$ cat src/rtl/fifo_drain_arbiter.sv
// Drains two read-domain FIFOs one word at a time into a shared TX serializer,
// alternating channels round-robin with a bounded burst per grant.
//
// state | meaning
// IDLE  | waiting for EN and a non-empty channel; picks the next grant
// POP   | one-cycle read increment on the granted FIFO, captures its word
// SEND  | tx_valid held until the serializer accepts; decides next pop
module fifo_drain_arbiter #(
    parameter int DATA_WIDTH = 8,
    parameter int BURST_LEN  = 4
) (
    input  logic                  CLK,
    input  logic                  RST,
    input  logic                  EN,
    input  logic                  ch0_empty,
    input  logic [DATA_WIDTH-1:0] ch0_rd_data,
    output logic                  ch0_r_inc,
    input  logic                  ch1_empty,
    input  logic [DATA_WIDTH-1:0] ch1_rd_data,
    output logic                  ch1_r_inc,
    output logic [DATA_WIDTH-1:0] tx_data,
    output logic                  tx_valid,
    input  logic                  tx_ready,
    output logic                  grant,
    output logic                  busy
);

    typedef enum logic [1:0] {
        IDLE = 2'd0,
        POP  = 2'd1,
        SEND = 2'd2
    } state_t;

    localparam logic [4:0] BURST_MAX = 5'(BURST_LEN);

    state_t     state;
    logic [3:0] burst_cnt;
    logic [4:0] burst_nxt;
    logic       cur_empty;
    logic       other_empty;
    logic       keep_going;

    assign burst_nxt   = {1'b0, burst_cnt} + 5'd1;
    assign cur_empty   = grant ? ch1_empty : ch0_empty;
    assign other_empty = grant ? ch0_empty : ch1_empty;
    // Stay on the channel while under the burst limit, or indefinitely if uncontended.
    assign keep_going  = EN && !cur_empty && ((burst_nxt < BURST_MAX) || other_empty);

    assign ch0_r_inc = (state == POP) && !grant;
    assign ch1_r_inc = (state == POP) &&  grant;
    assign busy      = (state != IDLE);

    always_ff @(posedge CLK or posedge RST) begin
        if (RST) begin
            state     <= IDLE;
            tx_data   <= '0;
            tx_valid  <= 1'b0;
            grant     <= 1'b1;
            burst_cnt <= '0;
        end else begin
            case (state)
                IDLE: begin
                    if (EN && (!ch0_empty || !ch1_empty)) begin
                        if (!ch0_empty && !ch1_empty)
                            grant <= ~grant;
                        else
                            grant <= ch0_empty;
                        burst_cnt <= '0;
                        state     <= POP;
                    end
                end
                POP: begin
                    tx_data  <= grant ? ch1_rd_data : ch0_rd_data;
                    tx_valid <= 1'b1;
                    state    <= SEND;
                end
                SEND: begin
                    if (tx_ready) begin
                        tx_valid <= 1'b0;
                        if (keep_going) begin
                            burst_cnt <= (burst_nxt == BURST_MAX) ? 4'd0 : burst_nxt[3:0];
                            state     <= POP;
                        end else begin
                            state <= IDLE;
                        end
                    end
                end
                default: state <= IDLE;
            endcase
        end
    end

endmodule
$ cat config.mk
export PLATFORM = sky130hd
export DESIGN_NAME = fifo_drain_arbiter
export DESIGN_NICKNAME = d
export VERILOG_FILES = /design/src/rtl/fifo_drain_arbiter.sv
export SDC_FILE = /design/constraint.sdc
export NUM_CORES = 1
export LEC_CHECK = 0
export CAP_MARGIN = 5
export CORE_MARGIN = 2
export CORE_UTILIZATION = 45
export DETAILED_ROUTE_END_ITERATION = 8
export PLACE_DENSITY_LB_ADDON = 0.25
export REMOVE_ABC_BUFFERS = 1
export SYNTH_ARGS = -nofsm -noshare
export SYNTH_HDL_FRONTEND = slang
export SYNTH_SLANG_ARGS = --single-unit
export TNS_END_PERCENT = 1
$ cat constraint.sdc
create_clock -name CLK -period 3.86 [get_ports CLK]
set_input_delay 0.772 -clock CLK [delete_from_list [all_inputs] [get_ports CLK]]
set_output_delay 0.772 -clock CLK [all_outputs]
set_load 0.01 [all_outputs]
==> run_results.csv, run 1 <==
group,metric,value,unit
run_status,status,"complete, no violations",
logic_synthesis,synth_cell_types,29,
die,die-height,48.4,um
power_and_ir_drop,combPwrFrac,47.5,%
drt,wl_per_cell,12.1,um
finish,final_layout_size_suffix_gt1_share,6.50,%
logic_synthesis,synth-xor-area-share,0,%
global_routing,gr-total-overflow,0,
worst_setup_path,critPathRequiredTime,3.09,ns
global_routing,grt_pass1_vias,725,
die,initial_utilization,46.7,%
timing,min_period,2.65,ns
flow_run,maxCapViolations,0,
worst_setup_path,arrival,1.88,ns
clocking,cts_tree,"yes",
finish,final_common_cell,"clkdlybuf4s50_1",
die,dieArea,0.00235,mm2
min_path,worstHoldStart,"tx_data[3]$_DFFE_PP0P_",
power_and_ir_drop,leakagePower,0.552,nW
timing,fin_ws,1.21,ns
drt,vias_per_cell,5.03,
timing,finalSetupViolCount,0,
power_and_ir_drop,p_total,0.763,mW
logic_synthesis,synth-edff-count,0,
timing,max_freq,378,MHz
clocking,cts-buffers-inserted,3,
worst_setup_path,rrSetupSlack,1.83,ns
logic_synthesis,synth.area.mux_share,13.0,%
drt,ant_nets,0,
logic_synthesis,synthCells,89,
worst_setup_path,crit_path_start_kind,"flop",
finish,fin_cells,150,
place,placed_cells,146,
worst_setup_path,path_class,"reg2out",
drt,first_pass_iters,4,
logic_synthesis,synth_top_family_by_area,"compound AO/OA/AOI/OAI gates",
power_and_ir_drop,powerDensity,602,mW/mm2
min_path,hold_path_depth,2,
logic_synthesis,synthArstFlopShare,100,%
power_and_ir_drop,pwr-share-seq,40.4,%
clocking,cts.sinks,16,
drt,wl,1810,um
clocking,post_cts_buffers,0,
timing,drv_slew,0,
logic_synthesis,synth_fa_ha_area_share,2.82,%
power_and_ir_drop,clkPwrFrac,12.1,%
timing,slew_headroom,59.0,%
timing,hold_viol_final,0,
drt,vias,754,
power_and_ir_drop,peakVddDrop,0.000429,V
die,ioPinCount,35,
finish,num-nets-final,148,
finish,final_cell_mix,"clkdlybuf4s50_1 (34), dfrtp_1 (15), o21ai_0 (12), nand2_1 (11), mux2i_1 (10)",
clocking,post_cts_resized,0,
timing,max_slew.worst_pin.slew,0.614,ns
min_path,hp-class,"reg2reg",
power_and_ir_drop,switching_share,36.0,%
timing,hold_slack,0.484,ns
worst_setup_path,r2r_start,"grant$_DFFE_PP1P_",
logic_synthesis,ys_seq_elements,16,
drt,first_iter_violations,4,
clocking,cts.clk_slew.worst_paths,0.10,ns
timing,finalCritPeriodShare,68.6,%
timing,tns,0,ns
worst_setup_path,r2r-end,"burst_cnt[2]$_DFFE_PP0P_",
logic_synthesis,yosys.area_share.simple,13.0,%
drt,drc,0,
power_and_ir_drop,p_sw,0.275,mW
global_routing,grt_max_degree,20,
timing,finClkSkew,0.00999,ns
die,core,0.00190,mm2
die,fp.dieW,48.4,um
finish,fillers,158,
power_and_ir_drop,intPower,0.488,mW
global_routing,grt_pass1_wl,3200,um
clocking,cts_max_level,1,
logic_synthesis,syn_area,888,um2
global_routing,antenna_found_initial,0,
timing,rsz0062_at_grt,"no",
logic_synthesis,synth_compound_area_share,20.6,%
clocking,cts-root-buf,"clkbuf_4",
logic_synthesis,synth_warnings,0,
worst_setup_path,r2r_cells,5,
worst_setup_path,cp-end-kind,"primary output",
finish,n_antenna_cell,0,
logic_synthesis,synthFlopType,"dfrtp_1",
place,io_buffers,34,
clocking,cts_buffer_depth,2,
place,hpwl,1420,um
logic_synthesis,ys_seq_area_share,45.2,%
min_path,hold_end,"tx_data[3]$_DFFE_PP0P_",
global_routing,grt_usage,17.4,%
worst_setup_path,cp_max_fo,19,
logic_synthesis,avgSynthCellArea,9.98,um2
place,pre_cts_ws,1.42,ns
clocking,insertion_delay,0.29,ns
clocking,cts-hold-fix-buffers,0,
die,num_rows,16,
finish,syn2layout_area_growth,42.5,%
place,place_congestion,0.840,
## power groups by stage
| stage | registers (mW) | clock network, mW | logic [mW] |
|---|---|---|---|
| 3_3_place_gp | 0.310 | 0 | 0.361 |
| 2_1_floorplan | 0.329 | 0 | 0.166 |
| 5_1_grt | 0.323 | 0.102 | 0.395 |
| 4_1_cts | 0.310 | 0.0955 | 0.367 |
| 3_5_place_dp | 0.313 | 0 | 0.365 |
| 6_report | 0.308 | 0.0922 | 0.362 |
## routing by layer
layer  global-route usage, %  share of wire, %  vias to the layer above
li1                        -                 -                      374
met1                    21.4                46                      351
met2                    29.6                47                       25
met3                    2.78               5.2                        4
met4                    8.57               1.8                        0
met5                       0                 0                        -
## cell families after synthesis
| logic type | count (synthesis) |
|---|---|
| flip-flops | 16 |
| multiplexers | 11 |
| AND/OR/NAND/NOR | 25 |
| buffers and inverters | 11 |
| AO/OA/AOI/OAI | 24 |
| adder cells (fa/ha/maj) | 2 |
## sequential cells by signal, summed over array words and instances (netlist names)
signal,cells
burst_cnt,4
grant,1
state,2
tx_data,8
tx_valid,1
## cells in the mapped netlist, types with 2 or more instances
cell type,instances,area [um2]
dfrtp_1,15,375
o21ai_0,12,60.1
nand2_1,11,41.3
mux2i_1,10,100
inv_1,7,26.3
nor2_1,4,15.0
clkbuf_1,3,11.3
ha_1,2,25.0
nand3_1,2,10.0
nor2b_1,2,12.5
nor3_1,2,10.0
o21ai_1,2,10.0
## cell type report
cell class,count,area [um2],area share [%]
clock buffer,4,26.3,2.08
inverter,7,26.3,2.08
multi-input combinational,62,438,34.6
sequential,16,402,31.7
tap,27,33.8,2.67
timing repair buffer,34,340,26.9
## how the worst max path moves through the flow
stage                                     from                        to  slack, ns
after CTS                 state[1]$_DFFE_PP0P_                 ch0_r_inc       1.19
after detailed placement             ch1_empty  burst_cnt[2]$_DFFE_PP0P_       1.42
after floorplan              grant$_DFFE_PP1P_  burst_cnt[2]$_DFFE_PP0P_       1.98
after global routing      state[1]$_DFFE_PP0P_                 ch1_r_inc       1.09
final                     state[1]$_DFFE_PP0P_                 ch0_r_inc       1.21
after global placement               ch1_empty  burst_cnt[2]$_DFFE_PP0P_       1.49
## stage by stage
| step | util [%] | cell area, um2 |
|---|---|---|
| 2_1_floorplan | - | 866 |
| 3_3_place_gp | 65.2 | 1240 |
| 3_5_place_dp | 65.2 | 1240 |
| 4_1_cts | 66.6 | 1270 |
| 5_1_grt | 66.6 | 1270 |
| 6_report | 66.6 | 1270 |
## worst max-delay path, cell delays in order (launching register included)
cell,delay [ns]
dfrtp_1,0.42
nand2b_1,0.42
nor2_1,0.19
clkdlybuf4s50_1,0.55
Note: power is estimated with default switching activity, not from simulation.
==> run 2, diff against run 1 <==
--- a/config.mk
+++ b/config.mk
@@ -7,7 +7,7 @@
 export LEC_CHECK = 0
 export CAP_MARGIN = 5
 export CORE_MARGIN = 2
-export CORE_UTILIZATION = 45
+export CORE_UTILIZATION = 42
 export DETAILED_ROUTE_END_ITERATION = 8
 export PLACE_DENSITY_LB_ADDON = 0.25
 export REMOVE_ABC_BUFFERS = 1
==> constraint.sdc (replaced) <==
create_clock -name CLK -period 2.5 [get_ports CLK]
set_input_delay 0.5 -clock CLK [delete_from_list [all_inputs] [get_ports CLK]]
set_output_delay 0.5 -clock CLK [all_outputs]
set_load 0.01 [all_outputs]
==> run 2 against run 1 <==
Net effect: sequential share of layout area down 0.43 points; non-clock buffer count up 1; register-to-register slack worse by 1.4 ns; global-route usage rose by 0.80 points; flip-flop and latch count unchanged; count of clock-buffer cells in the layout did not move; via count rose by 1.1%; combinational power rose by 59%; utilization is 1.8 points lower; die area increased by 6.5%; routed wire length increased by 7.8%; clock skew decreased by 0.0063 ns; largest cell class unchanged.
==> run_results.csv, run 2 (synthesis results as in run 1) <==
group,metric,value,unit
min_path,hp-class,"reg2reg",
global_routing,grt_pass1_wl,3450,um
drt,vias,762,
power_and_ir_drop,powerDensity,957,mW/mm2
clocking,cts-root-buf,"clkbuf_4",
drt,first_pass_iters,4,
drt,ant_nets,0,
clocking,post_cts_buffers,0,
clocking,cts-hold-fix-buffers,0,
clocking,cts.sinks,16,
power_and_ir_drop,peakVddDrop,0.000603,V
timing,finalSetupViolCount,0,
place,place_congestion,0.752,
drt,first_iter_violations,14,
global_routing,antenna_found_initial,0,
timing,hold_slack,0.491,ns
clocking,cts_max_level,1,
timing,fin_ws,0.207,ns
clocking,post_cts_resized,0,
clocking,cts_tree,"yes",
timing,min_period,2.29,ns
timing,drv_slew,0,
flow_run,maxCapViolations,0,
drt,wl_per_cell,12.9,um
worst_setup_path,arrival,1.79,ns
drt,vias_per_cell,5.05,
timing,rsz0062_at_grt,"no",
die,core,0.00198,mm2
worst_setup_path,critPathMaxStageDelay,0.77,ns
run_status,status,"complete, no violations",
clocking,insertion_delay,0.29,ns
global_routing,gr-total-overflow,0,
finish,top_regs,"tx_data (8), burst_cnt (4), state (2)",
die,num_rows,16,
worst_setup_path,crit_path_start_kind,"flop",
timing,finalCritPeriodShare,91.7,%
finish,n_antenna_cell,0,
die,ioPinCount,35,
place,hpwl,1480,um
global_routing,grt_max_degree,18,
die,fp.dieW,50.0,um
die,dieArea,0.00250,mm2
timing,finClkSkew,0.00365,ns
worst_setup_path,cp_max_fo,15,
worst_setup_path,critPathRequiredTime,2.00,ns
finish,syn2layout_area_growth,44.5,%
timing,max_freq,436,MHz
timing,max_slew.worst_pin.slew,0.592,ns
finish,fin_cells,151,
timing,hold_viol_final,0,
place,pre_cts_ws,0.338,ns
clocking,cts-buffers-inserted,3,
clocking,cts_buffer_depth,2,
worst_setup_path,path_class,"reg2out",
drt,drc,0,
finish,num-nets-final,149,
timing,tns,0,ns
finish,final_common_cell,"clkdlybuf4s50_1",
finish,final_layout_size_suffix_gt1_share,8.06,%
die,initial_utilization,44.8,%
worst_setup_path,rrSetupSlack,0.48,ns
die,die-height,50.0,um
power_and_ir_drop,leakagePower,0.562,nW
global_routing,grt_usage,18.2,%
place,placed_cells,147,
place,io_buffers,34,
worst_setup_path,crit_chain,"inv_1 > nor2_1 > clkdlybuf4s50_1",
timing,slew_headroom,60.5,%
global_routing,grt_pass1_vias,768,
finish,final_cell_mix,"clkdlybuf4s50_1 (34), dfrtp_1 (15), o21ai_0 (12), nand2_1 (11), mux2i_1 (10)",
finish,fin_util,64.8,%
drt,wl,1960,um
worst_setup_path,slowest_stage,"dfstp_2",
finish,regMostFlops,"tx_data",
worst_setup_path,cp-end-kind,"primary output",
finish,largest_reg_flops,8,
clocking,cts.clk_slew.worst_paths,0.10,ns
run 2: cell count changes in the layout (fill, tap and decap cells not counted):
cell,before,now
buf_4,0,1
clkbuf_1,1,0
clkbuf_8,0,1
run 2: critical path, delay by kind of cell, from the launching register on:
| family | cells | cell delay [ns] |
|---|---|---|
| flops | 1 | 0.77 |
| buf+inv | 2 | 0.61 |
| simple gates | 1 | 0.11 |
run 2: area by class of cell:
cell class | instances | area [um2]
clock buffers | 4 | 36.3
fillers | 148 | 698
inverters | 7 | 26.3
multi-input cells | 62 | 438
flip-flops and latches | 16 | 402
well taps | 27 | 33.8
repair buffers | 35 | 348
run 2: path summary, 6_finish.rpt:
kind / start / to / cells past startpoint
worst max-delay path: grant$_DFFE_PP1P_ / ch1_r_inc / 3
worst min-delay path: tx_data[5]$_DFFE_PP0P_ / tx_data[5]$_DFFE_PP0P_ / 2
worst max register to register: grant$_DFFE_PP1P_ / burst_cnt[2]$_DFFE_PP0P_ / 5
worst min register to register: tx_data[5]$_DFFE_PP0P_ / tx_data[5]$_DFFE_PP0P_ / 2
max in group asynchronous: RST / burst_cnt[0]$_DFFE_PP0P_ / 2
min in group asynchronous: RST / tx_data[3]$_DFFE_PP0P_ / 2
run 2: layer usage:
metal	global-route usage (%)	wire length (um)	share of wire, %
met1	22.4	879	45
met2	28.9	893	46
met5	0	0	0
met4	8.33	45	2.3
met3	5.45	137	7.0
run 2: metrics by stage:
step / instance area, um2 / power (mW)
floorplan: 866 / 0.763
global placement: 1250 / 1.05
detailed placement: 1250 / 1.07
CTS: 1280 / 1.24
global route: 1280 / 1.32
finish: 1280 / 1.23
run 2: report_power, final:
part	switching (mW)	internal (mW)
clock	0.0853	0.0889
sequential	0.110	0.368
combinational	0.245	0.331
